File: src/rtl/memory_game_pkg.sv
`default_nettype none
// ============================================================================
// memory_game_pkg : shared FSM states and display codes for the memory game
// Revision 1.0
// ============================================================================
package memory_game_pkg;

    typedef enum logic [2:0] {
        ST_IDLE   = 3'd0,
        ST_SHOW   = 3'd1,
        ST_WAIT   = 3'd2,
        ST_RESULT = 3'd3,
        ST_OVER   = 3'd4
    } state_t;

    localparam logic [1:0] DS_PLAY = 2'd0;
    localparam logic [1:0] DS_OK   = 2'd1;
    localparam logic [1:0] DS_BAD  = 2'd2;
    localparam logic [1:0] DS_OVER = 2'd3;

    function automatic int max_int(input int a, input int b);
        return (a > b) ? a : b;
    endfunction

endpackage
`default_nettype wire

File: src/rtl/memory_game_core_tick_timer.sv
`default_nettype none
// ============================================================================
// tick_timer : counts game ticks up to a variable limit, flags done on reach
// Revision 1.0
// ============================================================================
module tick_timer #(
    parameter int W = 4
) (
    input  logic         clock,
    input  logic         resetn,
    input  logic         clear,
    input  logic         tick,
    input  logic [W-1:0] limit,
    output logic         done
);

    logic [W-1:0] count_q;
    logic [W-1:0] count_d;

    assign done = (count_q == limit);

    always_comb begin
        count_d = count_q;
        if (clear) begin
            count_d = '0;
        end else if (tick && !done) begin
            count_d = count_q + 1'b1;
        end
    end

    always_ff @(posedge clock or negedge resetn) begin
        if (!resetn) begin
            count_q <= '0;
        end else begin
            count_q <= count_d;
        end
    end

endmodule
`default_nettype wire

File: src/rtl/memory_game_core.sv
`default_nettype none
// ============================================================================
// memory_game_core : LED memory game engine (show, wait, score, lives, level)
// Revision 1.0
// ============================================================================
module memory_game_core
    import memory_game_pkg::*;
#(
    parameter int N_LEDS       = 10,
    parameter int MAX_LEVEL    = 8,
    parameter int LIVES        = 3,
    parameter int RESULT_TICKS = 2,
    parameter int SCORE_W      = 8
) (
    input  logic                             clock,
    input  logic                             resetn,
    input  logic                             tick,
    input  logic                             start,
    input  logic                             submit,
    input  logic [N_LEDS-1:0]                sw,
    input  logic [N_LEDS-1:0]                rand_value,
    output logic [N_LEDS-1:0]                led,
    output logic [1:0]                       display_state,
    output logic [SCORE_W-1:0]               score,
    output logic [$clog2(MAX_LEVEL+1)-1:0]   level,
    output logic [$clog2(LIVES+1)-1:0]       lives,
    output logic                             inc_point,
    output logic                             dec_point
);

    localparam int LVL_W = $clog2(MAX_LEVEL + 1);
    localparam int LIV_W = $clog2(LIVES + 1);
    localparam int TMR_W = $clog2(max_int(MAX_LEVEL, RESULT_TICKS) + 1);

    state_t              state_q, state_d;
    logic [N_LEDS-1:0]   pattern_q, pattern_d;
    logic [N_LEDS-1:0]   led_q, led_d;
    logic [1:0]          ds_q, ds_d;
    logic [SCORE_W-1:0]  score_q, score_d;
    logic [LVL_W-1:0]    level_q, level_d;
    logic [LIV_W-1:0]    lives_q, lives_d;
    logic                inc_q, inc_d;
    logic                dec_q, dec_d;

    logic [N_LEDS-1:0]   captured;
    logic                timer_clear;
    logic                timer_tick;
    logic                timer_done;
    logic [TMR_W-1:0]    timer_limit;

    // An all-zero draw would show nothing, so it is replaced by LED0 alone.
    assign captured = (rand_value == '0) ? N_LEDS'(1) : rand_value;

    assign timer_tick  = tick && ((state_q == ST_SHOW) || (state_q == ST_RESULT));
    assign timer_limit = (state_q == ST_SHOW) ? TMR_W'(MAX_LEVEL + 1 - int'(level_q))
                                              : TMR_W'(RESULT_TICKS);

    tick_timer #(
        .W (TMR_W)
    ) u_timer (
        .clock  (clock),
        .resetn (resetn),
        .clear  (timer_clear),
        .tick   (timer_tick),
        .limit  (timer_limit),
        .done   (timer_done)
    );

    always_comb begin
        state_d     = state_q;
        pattern_d   = pattern_q;
        led_d       = led_q;
        ds_d        = ds_q;
        score_d     = score_q;
        level_d     = level_q;
        lives_d     = lives_q;
        inc_d       = 1'b0;
        dec_d       = 1'b0;
        timer_clear = 1'b0;

        unique case (state_q)
            ST_IDLE: begin
                led_d = '0;
                if (start) begin
                    state_d     = ST_SHOW;
                    score_d     = '0;
                    level_d     = LVL_W'(1);
                    lives_d     = LIV_W'(LIVES);
                    pattern_d   = captured;
                    led_d       = captured;
                    ds_d        = DS_PLAY;
                    timer_clear = 1'b1;
                end
            end
            ST_SHOW: begin
                led_d = pattern_q;
                if (timer_done) begin
                    state_d = ST_WAIT;
                    led_d   = '0;
                end
            end
            ST_WAIT: begin
                led_d = '0;
                if (submit) begin
                    state_d     = ST_RESULT;
                    timer_clear = 1'b1;
                    if (sw == pattern_q) begin
                        score_d = (score_q == '1) ? score_q : score_q + 1'b1;
                        level_d = (level_q == LVL_W'(MAX_LEVEL)) ? level_q : level_q + 1'b1;
                        inc_d   = 1'b1;
                        ds_d    = DS_OK;
                    end else begin
                        lives_d = lives_q - 1'b1;
                        dec_d   = 1'b1;
                        ds_d    = DS_BAD;
                    end
                end
            end
            ST_RESULT: begin
                led_d = '0;
                if (timer_done) begin
                    if (lives_q == '0) begin
                        state_d = ST_OVER;
                        ds_d    = DS_OVER;
                        led_d   = '1;
                    end else begin
                        state_d     = ST_SHOW;
                        pattern_d   = captured;
                        led_d       = captured;
                        ds_d        = DS_PLAY;
                        timer_clear = 1'b1;
                    end
                end
            end
            ST_OVER: begin
                if (tick) begin
                    led_d = ~led_q;
                end
                if (start) begin
                    state_d     = ST_SHOW;
                    score_d     = '0;
                    level_d     = LVL_W'(1);
                    lives_d     = LIV_W'(LIVES);
                    pattern_d   = captured;
                    led_d       = captured;
                    ds_d        = DS_PLAY;
                    timer_clear = 1'b1;
                end
            end
            default: begin
                state_d = ST_IDLE;
                led_d   = '0;
            end
        endcase
    end

    always_ff @(posedge clock or negedge resetn) begin
        if (!resetn) begin
            state_q   <= ST_IDLE;
            pattern_q <= '0;
            led_q     <= '0;
            ds_q      <= DS_PLAY;
            score_q   <= '0;
            level_q   <= LVL_W'(1);
            lives_q   <= LIV_W'(LIVES);
            inc_q     <= 1'b0;
            dec_q     <= 1'b0;
        end else begin
            state_q   <= state_d;
            pattern_q <= pattern_d;
            led_q     <= led_d;
            ds_q      <= ds_d;
            score_q   <= score_d;
            level_q   <= level_d;
            lives_q   <= lives_d;
            inc_q     <= inc_d;
            dec_q     <= dec_d;
        end
    end

    assign led           = led_q;
    assign display_state = ds_q;
    assign score         = score_q;
    assign level         = level_q;
    assign lives         = lives_q;
    assign inc_point     = inc_q;
    assign dec_point     = dec_q;

endmodule
`default_nettype wire

File: config.mk
export PLATFORM = sky130hd
export DESIGN_NAME = memory_game_core
export DESIGN_NICKNAME = d
export VERILOG_FILES = /design/src/rtl/memory_game_pkg.sv /design/src/rtl/memory_game_core_tick_timer.sv /design/src/rtl/memory_game_core.sv
export SDC_FILE = /design/constraint.sdc
export NUM_CORES = 1
export LEC_CHECK = 0
export ABC_AREA = 0
export BUFFER_PORTS_ARGS = -buffer_cell sky130_fd_sc_hd__buf_2
export CAP_MARGIN = 10
export CELL_PAD_IN_SITES_DETAIL_PLACEMENT = 0
export CELL_PAD_IN_SITES_GLOBAL_PLACEMENT = 1
export CORE_UTILIZATION = 30
export CTS_CLUSTER_SIZE = 14
export DETAILED_ROUTE_END_ITERATION = 16
export PLACE_DENSITY = 0.6
export SLEW_MARGIN = 40
export SYNTH_ARGS = -nofsm -noshare
export SYNTH_HDL_FRONTEND = slang
export SYNTH_SLANG_ARGS = --single-unit
File: constraint.sdc
create_clock -name clock -period 2 [get_ports clock]
set_input_delay 0.3 -clock clock [delete_from_list [all_inputs] [get_ports clock]]
set_output_delay 0.3 -clock clock [all_outputs]
set_load 0.02 [all_outputs]
# [After elaboration in Yosys (flattened, before gate mapping)]
# Cells that the tools add are included.
[op_classes] add_sub_neg=5 eq_ne=18 mux=52 n_bitwise=1 n_reduce_logical=18
[ops] operator="$mux W10" count=10
[ops] operator="$pmux W10 S4" count=1
[ops] operator="$mux W8" count=4
[ops] operator="$mux W4" count=7
[ops] operator="$pmux W10 S2" count=1
[ops] operator="$mux W2" count=8
[ops] operator="$pmux W8 S2" count=1
[ops] operator="$reduce_and A4 Y1" count=4
[ops] operator="$mux W3" count=5
[ops] operator="$ne A2 B2 Y1 const B" count=6
[ops] operator="$pmux W3 S4" count=1
[ops] operator="$eq A10 B10 Y1" count=1
[ops] operator="$logic_not A10 Y1" count=1
[ops] operator="$mux W1" count=10
[ops] operator="$not A10 Y10" count=1
[ops] operator="$reduce_and A5 Y1" count=2
[ops] operator="$add A4 B1 Y4 const B" count=2
[ops] operator="$add A8 B1 Y8 const B" count=1
[ops] operator="$eq A8 B8 Y1 const B" count=1
[ops] operator="$pmux W4 S2" count=1
[ops] operator="$eq A3 B2 Y1 const B" count=2
[ops] operator="$ne A2 B1 Y1 const B" count=3
[ops] operator="$pmux W2 S3" count=1
[ops] operator="$reduce_bool A2 Y1" count=3
[ops] operator="other kinds (16)" count=17
[word_totals] register_bits=45 input_bits=25 wordCells=104

# [Depth between registers and ports, before layout]
[logic_depth] word_depth=7 ltp_mapped=8

# [Modules after synthesis]
# Synthesis repeated with hierarchy kept, for this count alone.
[hier_totals] hier_cells=280 area_unflattened_um2=2746.4
[modules_own_cells] mod="memory_game_core" instances=1 cells_per_inst=257 area_per_inst_um2=2482.4 seq_area_each_um2=1029.7
[modules_own_cells] mod="tick_timer" instances=1 cells_per_inst=23 area_per_inst_um2=264.0 seq_area_each_um2=100.1

# [Worst setup path before layout]
# Ideal clock, no wire load.
[synth_path] path_type="reg-to-reg" startpoint="register level_q[1], in the netlist level[1]" endpoint="register u_timer.count_q[1]" setup_time_ps=125 arrival_ps=2078 required_ps=1875 path_slack_ps=-203 stages_incl_launch_ff=8 path_cell_list="dfrtp_1 -> inv_1 -> ha_1 -> nor4bb_1 -> xnor2_1 -> nand3_1 -> o211ai_2 -> mux2_2"
[synth_via] elab_chain_cells=6 word_cells_on_any_way=9
[synth_rtl] element="start: declaration" line_no="memory_game_core.sv:40" rtl="logic [LVL_W-1:0] level_q, level_d;"
[synth_rtl] element="start signal: assignment" line_no="memory_game_core.sv:174" rtl="level_q <= level_d;"
[synth_rtl] element="$sub A4 B4 Y4 (*)" line_no="memory_game_core.sv:55" rtl="assign timer_limit = (state_q == ST_SHOW) ? TMR_W'(MAX_LEVEL + 1 - int'(level_q))"
[synth_rtl] element="$mux W4 (*)" line_no="memory_game_core.sv:55"
[synth_rtl] element="$eq A4 B4 Y1 (*)" line_no="memory_game_core_tick_timer.sv:20" rtl="assign done = (count_q == limit);"
[synth_rtl] element="$mux W1 / $logic_not A1 Y1 (equally long branches)" line_no="memory_game_core.sv:121, memory_game_core_tick_timer.sv:26"
[synth_rtl] element="$pmux W1 S3 / $logic_and A1 B1 Y1 (equally long branches)" line_no="memory_game_core.sv:81, memory_game_core_tick_timer.sv:26"
[synth_rtl] element="$mux W4 / $reduce_bool A2 Y1 (equally long branches)"
[synth_rtl] element="end signal: assignment" line_no="memory_game_core_tick_timer.sv:35" rtl="count_q <= count_d;"
[synth_rtl] element="end: declaration" line_no="memory_game_core_tick_timer.sv:17" rtl="logic [W-1:0] count_q;"
# Mark *: on every way between the ends. The rest lies on a longest branch, timed or not.
# A chain may end at the register's enable or synchronous reset.

# [Worst setup path after layout]
[layout_path] startpoint="register state_q[1]" endpoint="register u_timer.count_q[1]"
[layout_via] elab_chain_cells=6 word_cells_on_any_way=16
[layout_rtl] element="start: declaration" line_no="memory_game_core.sv:35" rtl="state_t state_q, state_d;"
[layout_rtl] element="start signal: assignment" line_no="memory_game_core.sv:169" rtl="state_q <= state_d;"
[layout_rtl] element="$eq A3 B1 Y1" line_no="memory_game_core.sv:54, memory_game_core.sv:55"
[layout_rtl] element="$mux W4" line_no="memory_game_core.sv:55"
[layout_rtl] element="$eq A4 B4 Y1" line_no="memory_game_core_tick_timer.sv:20"
[layout_rtl] element="$mux W1 / $logic_not A1 Y1 (equally long branches)" line_no="memory_game_core.sv:121, memory_game_core_tick_timer.sv:26"
[layout_rtl] element="$pmux W1 S3 / $logic_and A1 B1 Y1 (equally long branches)" line_no="memory_game_core.sv:81, memory_game_core_tick_timer.sv:26"
[layout_rtl] element="$mux W4 / $reduce_bool A2 Y1 (equally long branches)"
# Several ways; a longest one is shown, not always the timed one.

==> summary.txt <==
Global route
  – Maximum number of pins on one net before global-route repair: 46
  – GR Util All Layers: 17.65%
  – Antenna violations before repair: 0
  – Via count of the first global-routing pass: 2520
  – First-pass GRT wire length: 13250 um
  – Sum of overflow across all layers after global routing: 0

Clock tree
  – Clock input transition at the sequential cells of the worst setup and hold paths: 0.09 ns
  – Clock buffer count from CTS: 5
  – Largest buffer count on any clock path: 2
  – Clock tree root driver cell: sky130_fd_sc_hd__clkbuf_8
  – Later-pin clock latency in the skew report: 0.30 ns
  – Clock Sink Count: 45
  – CTS Hold Bufs: 0
  – Number of H-tree levels: 2
  – TritonCTS clock tree: yes

Synthesis
  – Top-area cell type share of the netlist area: 38.10%
  – Number of nets in the synthesized netlist: 320
  – Cells taking the most area after synthesis: sky130_fd_sc_hd__dfrtp_1 38%, sky130_fd_sc_hd__mux2_2 4.5%, sky130_fd_sc_hd__xor2_1 4.1%, sky130_fd_sc_hd__nand2_1 3.4%, sky130_fd_sc_hd__ha_1 3.2%
  – Synthesized flop and latch total: 45
  – Gate count after technology mapping: 288
  – Async set or reset register ratio after synthesis: 100.0%
  – Synth Flop Type: sky130_fd_sc_hd__dfrtp_1
  – Cell types with the highest counts after synthesis: 42 x sky130_fd_sc_hd__dfrtp_1, 25 x sky130_fd_sc_hd__nand2_1, 19 x sky130_fd_sc_hd__inv_1, 19 x sky130_fd_sc_hd__nor2_1, 17 x sky130_fd_sc_hd__o21ai_0
  – Post-synth EDFFs: 0
  – Count of yosys warnings during synthesis: 0
  – Synthesized area per cell: 9.580 sq um
  – Cell type with the largest total area after synthesis: sky130_fd_sc_hd__dfrtp_1
  – Register area share after synthesis: 40.95%
  – Netlist area before placement: 2759 sq um
  – Most used standard cell by instance count after synthesis: sky130_fd_sc_hd__dfrtp_1
  – Count of distinct cell types in the synthesized netlist: 55

Min path
  – Type of the most critical hold path: input port to async pin

Timing
  – Unrepaired setup endpoints after global routing: yes
  – Final total negative setup slack: -0.0008036 ns
  – Min Clock Period, post-route: 2.001 ns
  – Slew Limit Fails: 0
  – Number of hold violations in the final report: 0
  – Actual transition at the worst max-transition pin: 0.6026 ns
  – Max-slew headroom at the worst pin: 59.83%
  – Worst setup margin: -0.0008036 ns
  – Final period util: 100.0%
  – Fmax achieved: 0.4998 GHz
  – Worst Skew: 0.008749 ns
  – Setup-failing EPs final: 1

Critical path
  – Worst path arrival time: 2.19 ns
  – Cells along the critical path: buf_4 > nor4b_4 > xnor2_1 > nand3_2 > o211ai_2 > mux2_4
  – Kind of end point of the critical path: register
  – Worst-path fanout max: 7
  – Critical R2R Launch: state_q[1]
  – Register-to-Register Setup Slack: -0.0008 ns
  – Critical R2R Capture: u_timer.count_q[1]
  – Worst stage delay on the critical path: 0.46 ns
  – Kind of launch point of the worst setup path: register
  – Logic depth of the worst register-to-register path: 6
  – Critical path class: register to register
  – CP max stage cell: sky130_fd_sc_hd__dfrtp_2
  – CP required: 2.19 ns

Floorplan
  – Starting Density: 31.33%
  – Vertical die dimension: 97.90 um
  – Number of placement rows: 34
  – Top Ports: 53
  – Overall die area: 9583 sq um
  – Area of the placeable core: 8806 sq um
  – Horizontal die dimension: 97.90 um

Run status
  – Status: complete, but fails checks
  – Violated checks: design-rule violations, negative setup slack

Finish
  – NumNets Final: 423
  – Area growth from synthesis to layout: 40.59%
  – Design area: 3879 sq um
  – Post-route non-filler standard cell count: 500
  – Share of final-layout standard cells stronger than drive strength 1: 43.11%
  – # diodes: 0

Pwr
  – Reg power frac: 28.1%
  – Combinational group share of total power: 58.9%
  – Clock power frac: 13.0%
  – Leakage power summed over all cells: 1.835 nW
  – Sum of internal, switching and leakage power: 5.688 mW
  – P_sw: 2.369 mW
  – Internal power: 3.319 mW
  – Highest ir drop seen on vdd: 484.6 uV
  – Total power per unit cell area: 1466 nW/um^2
  – Fraction of power spent switching nets: 41.64%

Drt
  – DRC violation count after routing: 7
  – Via count: 2572
  – Detailed-route wire length: 8283 um
  – First-pass detailed-route iteration total: 12
  – Via-per-instance ratio: 5.144
  – Average wire per standard cell: 16.57 um
  – Number of violations reported at the end of detailed-routing iteration 0: 112
  – Remaining antenna violation count: 0

Placed design
  – Cell total after placement: 481
  – Area after detailed placement: 3470 sq um
  – Input/output buffers: 52
  – HPWL Detailed: 5816 um
  – Minimum setup slack after placement: -0.07330 ns
  – Final GP Congestion: 0.7741

Run
  – MaxCap Viol Count: 0
## worst max-delay path, delay by kind of cell, from the launching register on
kind                   cells  cell delay (ns)
multiplexers               1             0.32
AO/OA/AOI/OAI              1             0.25
XOR/XNOR                   1             0.21
buffers and inverters      1             0.16
flip-flops                 1             0.46
AND/OR/NAND/NOR            2             0.50
## stage by stage
step / utilization [%] / hold WS [ns]
2_1_floorplan: - / 0.004409
3_3_place_gp: 39.40 / 0.4429
3_5_place_dp: 39.40 / 0.4425
4_1_cts: 41.18 / 0.1105
5_1_grt: 44.05 / 0.1380
6_report: 44.05 / 0.08157
## layer usage
metal	wire length (um)	track usage [%]	vias up	part of all wire [%]
met5	0	0	-	0
met4	44	4.429	0	0.53
met3	284	3.150	4	3.4
met2	3929	28.60	50	47
met1	4024	24.30	1255	49
li1	-	-	1263	-
## state kept, by name, indices dropped and copies added (netlist names)
register         flops
dec_point            1
display_state        2
inc_point            1
led                 10
level                4
lives                2
pattern_q           10
score                8
state_q              3
u_timer.count_q      4
## area by class of cell
cell class                 instances  area, sq um
clock buffer                       6        82.58
clock inverter                     2        37.54
fill                             881         4927
inverter                          19        71.32
multi-input combinational        212         1724
sequential                        45         1135
tap                              108        135.1
timing repair buffer             108        693.2
## power groups by stage
stage                     clock network, mW  logic [mW]  registers (mW)
after global placement                    0        2.81            1.59
after CTS                             0.772        2.94            1.58
after global routing                  0.807        3.64            1.64
after floorplan                           0        1.62            1.72
final                                 0.741        3.35            1.60
after detailed placement                  0        2.84            1.60
## timing repair
action                                  4_1_cts  5_1_grt
pin swaps                                     2       17
resized for setup                             4       36
cloned                                        1        1
endpoints found under the setup margin       11       35
buffers inserted                              1        8
## kinds of logic after synthesis
family | synth area share [%]
buffers and inverters | 4.762
adder cells (fa/ha/maj) | 3.174
XOR/XNOR | 5.080
multiplexers | 7.392
flip-flops | 40.95
AO/OA/AOI/OAI | 17.32
AND/OR/NAND/NOR | 21.32
## placed cells by master, fill, tap and decap left out, types with 2 or more instances in the layout
master / count
sky130_fd_sc_hd__nor4b_2: 2
sky130_fd_sc_hd__or4_1: 6
sky130_fd_sc_hd__nand2_1: 25
sky130_fd_sc_hd__o221ai_1: 10
sky130_fd_sc_hd__xor2_1: 12
sky130_fd_sc_hd__inv_2: 4
sky130_fd_sc_hd__nor3b_2: 2
sky130_fd_sc_hd__nand2_8: 2
sky130_fd_sc_hd__a31oi_1: 5
sky130_fd_sc_hd__nand2b_1: 3
sky130_fd_sc_hd__ha_1: 5
sky130_fd_sc_hd__buf_4: 51
sky130_fd_sc_hd__nand3_1: 11
sky130_fd_sc_hd__dfrtp_2: 4
sky130_fd_sc_hd__nor4_4: 2
sky130_fd_sc_hd__dfstp_2: 3
sky130_fd_sc_hd__or2_2: 3
sky130_fd_sc_hd__buf_2: 53
sky130_fd_sc_hd__xnor2_2: 2
sky130_fd_sc_hd__a211oi_1: 2
sky130_fd_sc_hd__nor2_1: 19
sky130_fd_sc_hd__o21ai_0: 16
sky130_fd_sc_hd__a21oi_1: 7
sky130_fd_sc_hd__a22oi_1: 11
sky130_fd_sc_hd__clkbuf_8: 6
sky130_fd_sc_hd__o211ai_1: 4
sky130_fd_sc_hd__ha_4: 2
sky130_fd_sc_hd__a21o_1: 2
sky130_fd_sc_hd__mux2i_1: 8
sky130_fd_sc_hd__o31ai_1: 2
sky130_fd_sc_hd__o21ai_1: 2
sky130_fd_sc_hd__nand4_1: 4
sky130_fd_sc_hd__nor2b_1: 2
sky130_fd_sc_hd__dfrtp_1: 38
sky130_fd_sc_hd__buf_6: 4
sky130_fd_sc_hd__mux2_4: 10
sky130_fd_sc_hd__and3_1: 2
sky130_fd_sc_hd__inv_1: 15
## worst max path at each step
stage	slack [ns]	depth (start not counted)	startpoint	endpoint
after floorplan	-0.01	7	level[1]	pattern_q[1]
after global placement	-0.02	7	level[2]	pattern_q[3]
after detailed placement	-0.07	6	state_q[1]	pattern_q[3]
after CTS	0.01	8	lives[0]	pattern_q[3]
after global routing	-0.05	7	state_q[1]	u_timer.count_q[0]
final	-0.0008	6	state_q[1]	u_timer.count_q[1]
Power figures use the tool's default switching activity.
